## src/rtl/nibble_serializer.sv

```systemverilog
// nibble_serializer: parallel-to-serial frame source with a 2-entry holding buffer.
// Each word is sent MSB first on a registered serial line, followed by one
// idle gap cycle. The gap cycle carries a frame_done pulse.
// Optional feature macro: SERIALIZER_PARITY_EN. When it is defined, an even-parity
// bit is sent after the data bits and before the gap.
module nibble_serializer #(
  parameter int WIDTH = 4
) (
  input  logic             clk,
  input  logic             reset,
  input  logic [WIDTH-1:0] load_data,
  input  logic             load_valid,
  output logic             load_ready,
  output logic             data_out,
  output logic             busy,
  output logic             frame_done
);

  localparam int CW = $clog2(WIDTH + 1);
  localparam logic [CW-1:0] LAST_DATA = CW'(WIDTH - 1);

  typedef enum logic [1:0] {IDLE, SHIFT, GAP} state_e;

  state_e                  state_q, state_d;
  logic [1:0][WIDTH-1:0]   mem_q, mem_d;
  logic                    wr_ptr_q, wr_ptr_d, rd_ptr_q, rd_ptr_d;
  logic [1:0]              count_q, count_d;
  logic                    load_ready_q, load_ready_d;
  logic [WIDTH-1:0]        shift_q, shift_d;
  logic [CW-1:0]           bit_cnt_q, bit_cnt_d;
  logic                    data_out_q, data_out_d;
  logic                    frame_done_q, frame_done_d;
`ifdef SERIALIZER_PARITY_EN
  logic                    parity_q, parity_d;
`endif

  logic                    accept, push, pop, bypass, load_sh;
  logic [WIDTH-1:0]        load_word;

  // Ready is a flop of the buffer occupancy, so a pop never opens it combinationally.
  assign accept     = load_valid && load_ready_q;
  assign load_ready = load_ready_q;
  assign data_out   = data_out_q;
  assign frame_done = frame_done_q;
  assign busy       = (state_q != IDLE) || (count_q != 2'd0);

  // Frame FSM: chooses the next shifter load and the next serial bit.
  always_comb begin
    state_d      = state_q;
    shift_d      = shift_q;
    bit_cnt_d    = bit_cnt_q;
    data_out_d   = 1'b0;
    frame_done_d = 1'b0;
    pop          = 1'b0;
    bypass       = 1'b0;
    load_sh      = 1'b0;
    load_word    = mem_q[rd_ptr_q];
`ifdef SERIALIZER_PARITY_EN
    parity_d     = parity_q;
`endif
    case (state_q)
      IDLE: begin
        if (count_q != 2'd0) begin
          pop     = 1'b1;
          load_sh = 1'b1;
        end else if (accept) begin
          // An empty buffer lets the word skip straight into the shifter.
          bypass    = 1'b1;
          load_sh   = 1'b1;
          load_word = load_data;
        end
      end
      SHIFT: begin
        // bit_cnt_q is the index of the bit currently on the line.
        if (bit_cnt_q < LAST_DATA) begin
          data_out_d = shift_q[WIDTH-1];
          shift_d    = shift_q << 1;
          bit_cnt_d  = bit_cnt_q + CW'(1);
        end
`ifdef SERIALIZER_PARITY_EN
        else if (bit_cnt_q == LAST_DATA) begin
          data_out_d = parity_q;
          bit_cnt_d  = LAST_DATA + CW'(1);
        end
`endif
        else begin
          state_d      = GAP;
          frame_done_d = 1'b1;
        end
      end
      GAP: begin
        if (count_q != 2'd0) begin
          pop     = 1'b1;
          load_sh = 1'b1;
        end else begin
          state_d = IDLE;
        end
      end
      default: state_d = IDLE;
    endcase
    if (load_sh) begin
      state_d    = SHIFT;
      shift_d    = load_word << 1;
      data_out_d = load_word[WIDTH-1];
      bit_cnt_d  = '0;
`ifdef SERIALIZER_PARITY_EN
      parity_d   = ^load_word;
`endif
    end
  end

  // Holding buffer: push any accepted word that did not bypass. Pop on a shifter load.
  always_comb begin
    push         = accept && !bypass;
    mem_d        = mem_q;
    if (push) mem_d[wr_ptr_q] = load_data;
    wr_ptr_d     = wr_ptr_q ^ push;
    rd_ptr_d     = rd_ptr_q ^ pop;
    count_d      = count_q + {1'b0, push} - {1'b0, pop};
    load_ready_d = (count_d < 2'd2);
  end

  // State registers; an asynchronous reset discards the in-flight frame and buffered words.
  always_ff @(posedge clk or negedge reset) begin
    if (!reset) begin
      state_q      <= IDLE;
      mem_q        <= '0;
      wr_ptr_q     <= 1'b0;
      rd_ptr_q     <= 1'b0;
      count_q      <= 2'd0;
      load_ready_q <= 1'b1;
      shift_q      <= '0;
      bit_cnt_q    <= '0;
      data_out_q   <= 1'b0;
      frame_done_q <= 1'b0;
`ifdef SERIALIZER_PARITY_EN
      parity_q     <= 1'b0;
`endif
    end else begin
      state_q      <= state_d;
      mem_q        <= mem_d;
      wr_ptr_q     <= wr_ptr_d;
      rd_ptr_q     <= rd_ptr_d;
      count_q      <= count_d;
      load_ready_q <= load_ready_d;
      shift_q      <= shift_d;
      bit_cnt_q    <= bit_cnt_d;
      data_out_q   <= data_out_d;
      frame_done_q <= frame_done_d;
`ifdef SERIALIZER_PARITY_EN
      parity_q     <= parity_d;
`endif
    end
  end

endmodule

```

## config.mk

```make
export PLATFORM = sky130hd
export DESIGN_NAME = nibble_serializer
export DESIGN_NICKNAME = d
export VERILOG_FILES = /design/src/rtl/nibble_serializer.sv
export SDC_FILE = /design/constraint.sdc
export NUM_CORES = 1
export LEC_CHECK = 0
export CORE_MARGIN = 2
export CORE_UTILIZATION = 30
export CTS_CLUSTER_SIZE = 12
export DETAILED_ROUTE_END_ITERATION = 10
export PLACE_DENSITY_LB_ADDON = 0.05
export SYNTH_ARGS = -nofsm -noshare
export SYNTH_HDL_FRONTEND = slang
export SYNTH_SLANG_ARGS = --single-unit
```

## constraint.sdc

```tcl
create_clock -name clk -period 1.9 [get_ports clk]
set_input_delay 0.57 -clock clk [delete_from_list [all_inputs] [get_ports clk]]
set_output_delay 0.57 -clock clk [all_outputs]
set_load 0.02 [all_outputs]
```

==> metrics.md, run 1 <==
| Metric | Value |
|---|---|
| Max-slew violation total from the final report | 0 |
| Highest ir drop seen on vdd | 0.7968 mV |
| Grt ovf | 0 |
| Die width | 64.24 um |
| Least-Margin Pin Slew | 0.3714 ns |
| Number of antenna violations at the first check in global routing | 0 |
| Cell types with the largest area share after synthesis | sky130_fd_sc_hd__dfrtp_1, sky130_fd_sc_hd__mux2_2, sky130_fd_sc_hd__ha_1, sky130_fd_sc_hd__dfstp_2, sky130_fd_sc_hd__buf_6 |
| PwrDens | 1826 nW/um2 |
| Non-filler instance count after layout | between 150 and 200 |
| Clock tree skew after final layout | between 0.0015 and 0.002 ns |
| Setup slack at placement | -0.3050 ns |
| Clock Tree Root | sky130_fd_sc_hd__clkbuf_4 |
| CP endpoint kind | output port |
| Clock transition at the registers of the reported paths | 0.13 ns |
| Final total power | 2.654 mW |
| Highest achievable clock rate | 0.4777 GHz |
| Area overhead of the layout relative to synthesis | 33.56% |
| Hpwl dp | 1.582 mm |
| Finished layout cell area | 1454 um2 |
| RePlAce Congestion | 0.6671 |
| Number of flops mapped to enable cells by yosys | 0 |
| Area fraction of the dominant cell type after synthesis | 0.5057 |
| Slowest cell on crit path | sky130_fd_sc_hd__dfrtp_1 |
| Most numerous cell in the Yosys netlist | sky130_fd_sc_hd__dfrtp_1 |
| Clock buffer count from CTS | 3 |
| Final antenna-violating net count | 0 |
| Count of max-cap constraint violations | 0 |
| Top flip-flop cell by instance count after synthesis | sky130_fd_sc_hd__dfrtp_1 |
| Wire length per cell after detailed routing | 13.92 um |
| Post-route clock period utilization | 1.102 |
| Clock tree from TritonCTS | yes |
| Final Hold Viols | 0 |
| Number of antenna cells inserted | 0 |
| Required time at the endpoint of the critical path | 1.33 ns |
| Starting density of the core | 0.3187 |
| Final setup fails | 3 |
| Library cells used by synthesis | 32 |
| Sequential share of the synthesized area | 0.5299 |
| Share of post-route cells with drive strength above 1 | 0.4112 |
| Async set-or-reset flop fraction in the synthesized netlist | 1.000 |
| Share of the core filled with cells | 0.4256 |
| Setup ws final | -0.1935 ns |
| Setup Total Neg Slack | -0.3884 ns |
| Number of nets in the final layout | 120 |
| Leakage power summed over all cells | 0.6407 nW |
| Via count of the first global-routing pass | 723 |
| Total cell area at the placement stage | 1329 um2 |
| Gr usage total | 0.1149 |
| DR DRC count | 0 |
| Total number of vias | 715 |
| Detailed Route WL | 2.130 mm |
| Number of buffer cells added on primary ports | 10 |
| Cells after Synth | between 80 and 90 |
| Nets in the synthesized netlist | 94 |
| Synthesis-stage register bit count | 23 |
| CP Max Fanout | 2 |
| DR vias/cell | 4.673 |
| Largest buffer count on any clock path | 2 |
| Die Span Y | ~64 um |
| Type of the most critical hold path | in -> async |
| Die area | 4126 um2 |
| Sort of element at the start of the critical path | flip-flop |
| Number of iterations in the first detailed-routing pass | 4 |
| H-tree levels | 1 |
| Pin count of the biggest net entering global routing | 18 |
| Setup repair after global routing missed its margin | yes |
| Start-to-end type of the worst setup path | reg -> out |
| Ordered list of cells on the worst path | or3_4 > or2_4 > buf_6 |
| Site row count | 21 |
| Core area | roughly 3400 um2 |
| Maximum cell stage delay along the critical path | just over 0.4 ns |
| Later-pin clock latency in the skew report | 0.31 ns |
| Min Tclk post-route | 2.094 ns |
| Global-route wire length before repair | approximately 3.6 mm |
| Cell taking the most area after synthesis | sky130_fd_sc_hd__dfrtp_1 |
| Number of synthesis warnings | 0 |
| Failing checks | negative setup slack |
| Outcome | finished, violations left |
| Internal reg-to-reg setup slack | -0.12 ns |
| Total standard cell area after synthesis | 1089 um2 |
| Post-Place Cells | between 100 and 150 |
| Headroom to the max-slew limit | 0.7516 |
| Worst Hold Margin | 0.5171 ns |
| Arrival time of the worst setup path | 1.52 ns |
| Total I/O pin count | 11 |
| Clock tree sinks | 23 |
| Average size of a mapped cell | 13.27 um2 |
| DRC marker count from the first detailed-route iteration | 19 |
| Commonest cells post-synth | sky130_fd_sc_hd__dfrtp_1, sky130_fd_sc_hd__mux2_2, sky130_fd_sc_hd__ha_1, sky130_fd_sc_hd__inv_1, sky130_fd_sc_hd__nor2_1 |
[cell usage in the layout, fill, tap and decap left out, types with 2 or more instances in the layout]
cell / instances
sky130_fd_sc_hd__nor3_1: 2
sky130_fd_sc_hd__ha_4: 4
sky130_fd_sc_hd__inv_1: 4
sky130_fd_sc_hd__buf_4: 11
sky130_fd_sc_hd__clkdlybuf4s50_1: 8
sky130_fd_sc_hd__xnor2_2: 2
sky130_fd_sc_hd__a221o_1: 2
sky130_fd_sc_hd__nor2_1: 5
sky130_fd_sc_hd__clkbuf_4: 3
sky130_fd_sc_hd__buf_6: 2
sky130_fd_sc_hd__dfrtp_1: 22
sky130_fd_sc_hd__mux2_2: 12
sky130_fd_sc_hd__a32o_1: 2
[report_power, final]
| group | internal, mW | total [mW] | switching, mW |
|---|---|---|---|
| sequential | 0.760 | 0.942 | 0.183 |
| combinational | 0.837 | 1.48 | 0.643 |
| clock | 0.0787 | 0.232 | 0.154 |
| total | 1.67 | 2.65 | 0.979 |
[cells by family (layout without fill, tap and decap cells)]
family,count (synthesis),count (layout),synth area share
DFF,23,23,0.5299
and+or+nand+nor,16,16,0.08622
AOI/OAI and AO/OA,15,15,0.1310
muxes,13,13,0.1333
buffers and inverters,7,32,0.03793
adders and majority gates,5,5,0.05747
xor gates and xnor gates,3,3,0.02414
[registers in the layout, indices dropped and copies added (netlist names)]
signal,count
mem_q,8
bit_cnt_q,3
shift_q,3
count_q,2
state_q,2
data_out,1
frame_done,1
load_ready,1
rd_ptr_q,1
wr_ptr_q,1
[area by class of cell]
| class | instances | area (um2) |
|---|---|---|
| clock buffer | 3 | 22.52 |
| clock inverter | 1 | 5.005 |
| fill | 341 | 1962 |
| inverter | 5 | 18.77 |
| multi-input combinational | 52 | 558.0 |
| sequential | 23 | 576.8 |
| tap | 46 | 57.56 |
| timing repair buffer | 23 | 215.2 |
[worst paths after layout]
check / startpoint / endpoint / cells after the start
max in group asynchronous: reset / load_ready$_DFF_PN1_ / 2
max reg2reg: state_q[1]$_DFFE_PN0P_ / load_ready$_DFF_PN1_ / 10
min in group clk: mem_q[5]$_DFFE_PN0P_ / mem_q[5]$_DFFE_PN0P_ / 1
max: state_q[1]$_DFFE_PN0P_ / busy / 3
min reg2reg: mem_q[5]$_DFFE_PN0P_ / mem_q[5]$_DFFE_PN0P_ / 1
min: reset / bit_cnt_q[1]$_DFFE_PN0P_ / 1
[critical path: cells and delay by family, from the launching register on]
family | cells | cell delay (ns)
and+or+nand+nor | 2 | 0.67
DFF | 1 | 0.41
buffers and inverters | 1 | 0.13
[metal layers]
metal | vias up | track usage | wire length [um]
met3 | 2 | 0.02289 | 93
met4 | 0 | 0.05585 | 15
met5 | - | 0 | 0
met1 | 349 | 0.1646 | 1052
met2 | 15 | 0.1641 | 968
li1 | 349 | - | -
[what timing repair did]
item,4_1_cts,5_1_grt
buffers inserted,1,0
pin swaps,6,6
hold buffers,0,0
cloned,0,0
setup endpoints to repair,12,4
resized for setup,17,6
Note: power is estimated with default switching activity, not from simulation.
==> run 2, diff against run 1 <==
--- a/config.mk
+++ b/config.mk
@@ -9,6 +9,7 @@
 export CORE_UTILIZATION = 30
 export CTS_CLUSTER_SIZE = 12
 export DETAILED_ROUTE_END_ITERATION = 10
+export GPL_ROUTABILITY_DRIVEN = 1
 export PLACE_DENSITY_LB_ADDON = 0.05
 export SYNTH_ARGS = -nofsm -noshare
 export SYNTH_HDL_FRONTEND = slang
==> results of run 2 <==
Same layout as run 1: the final DEF is identical, and so are final timing and power.
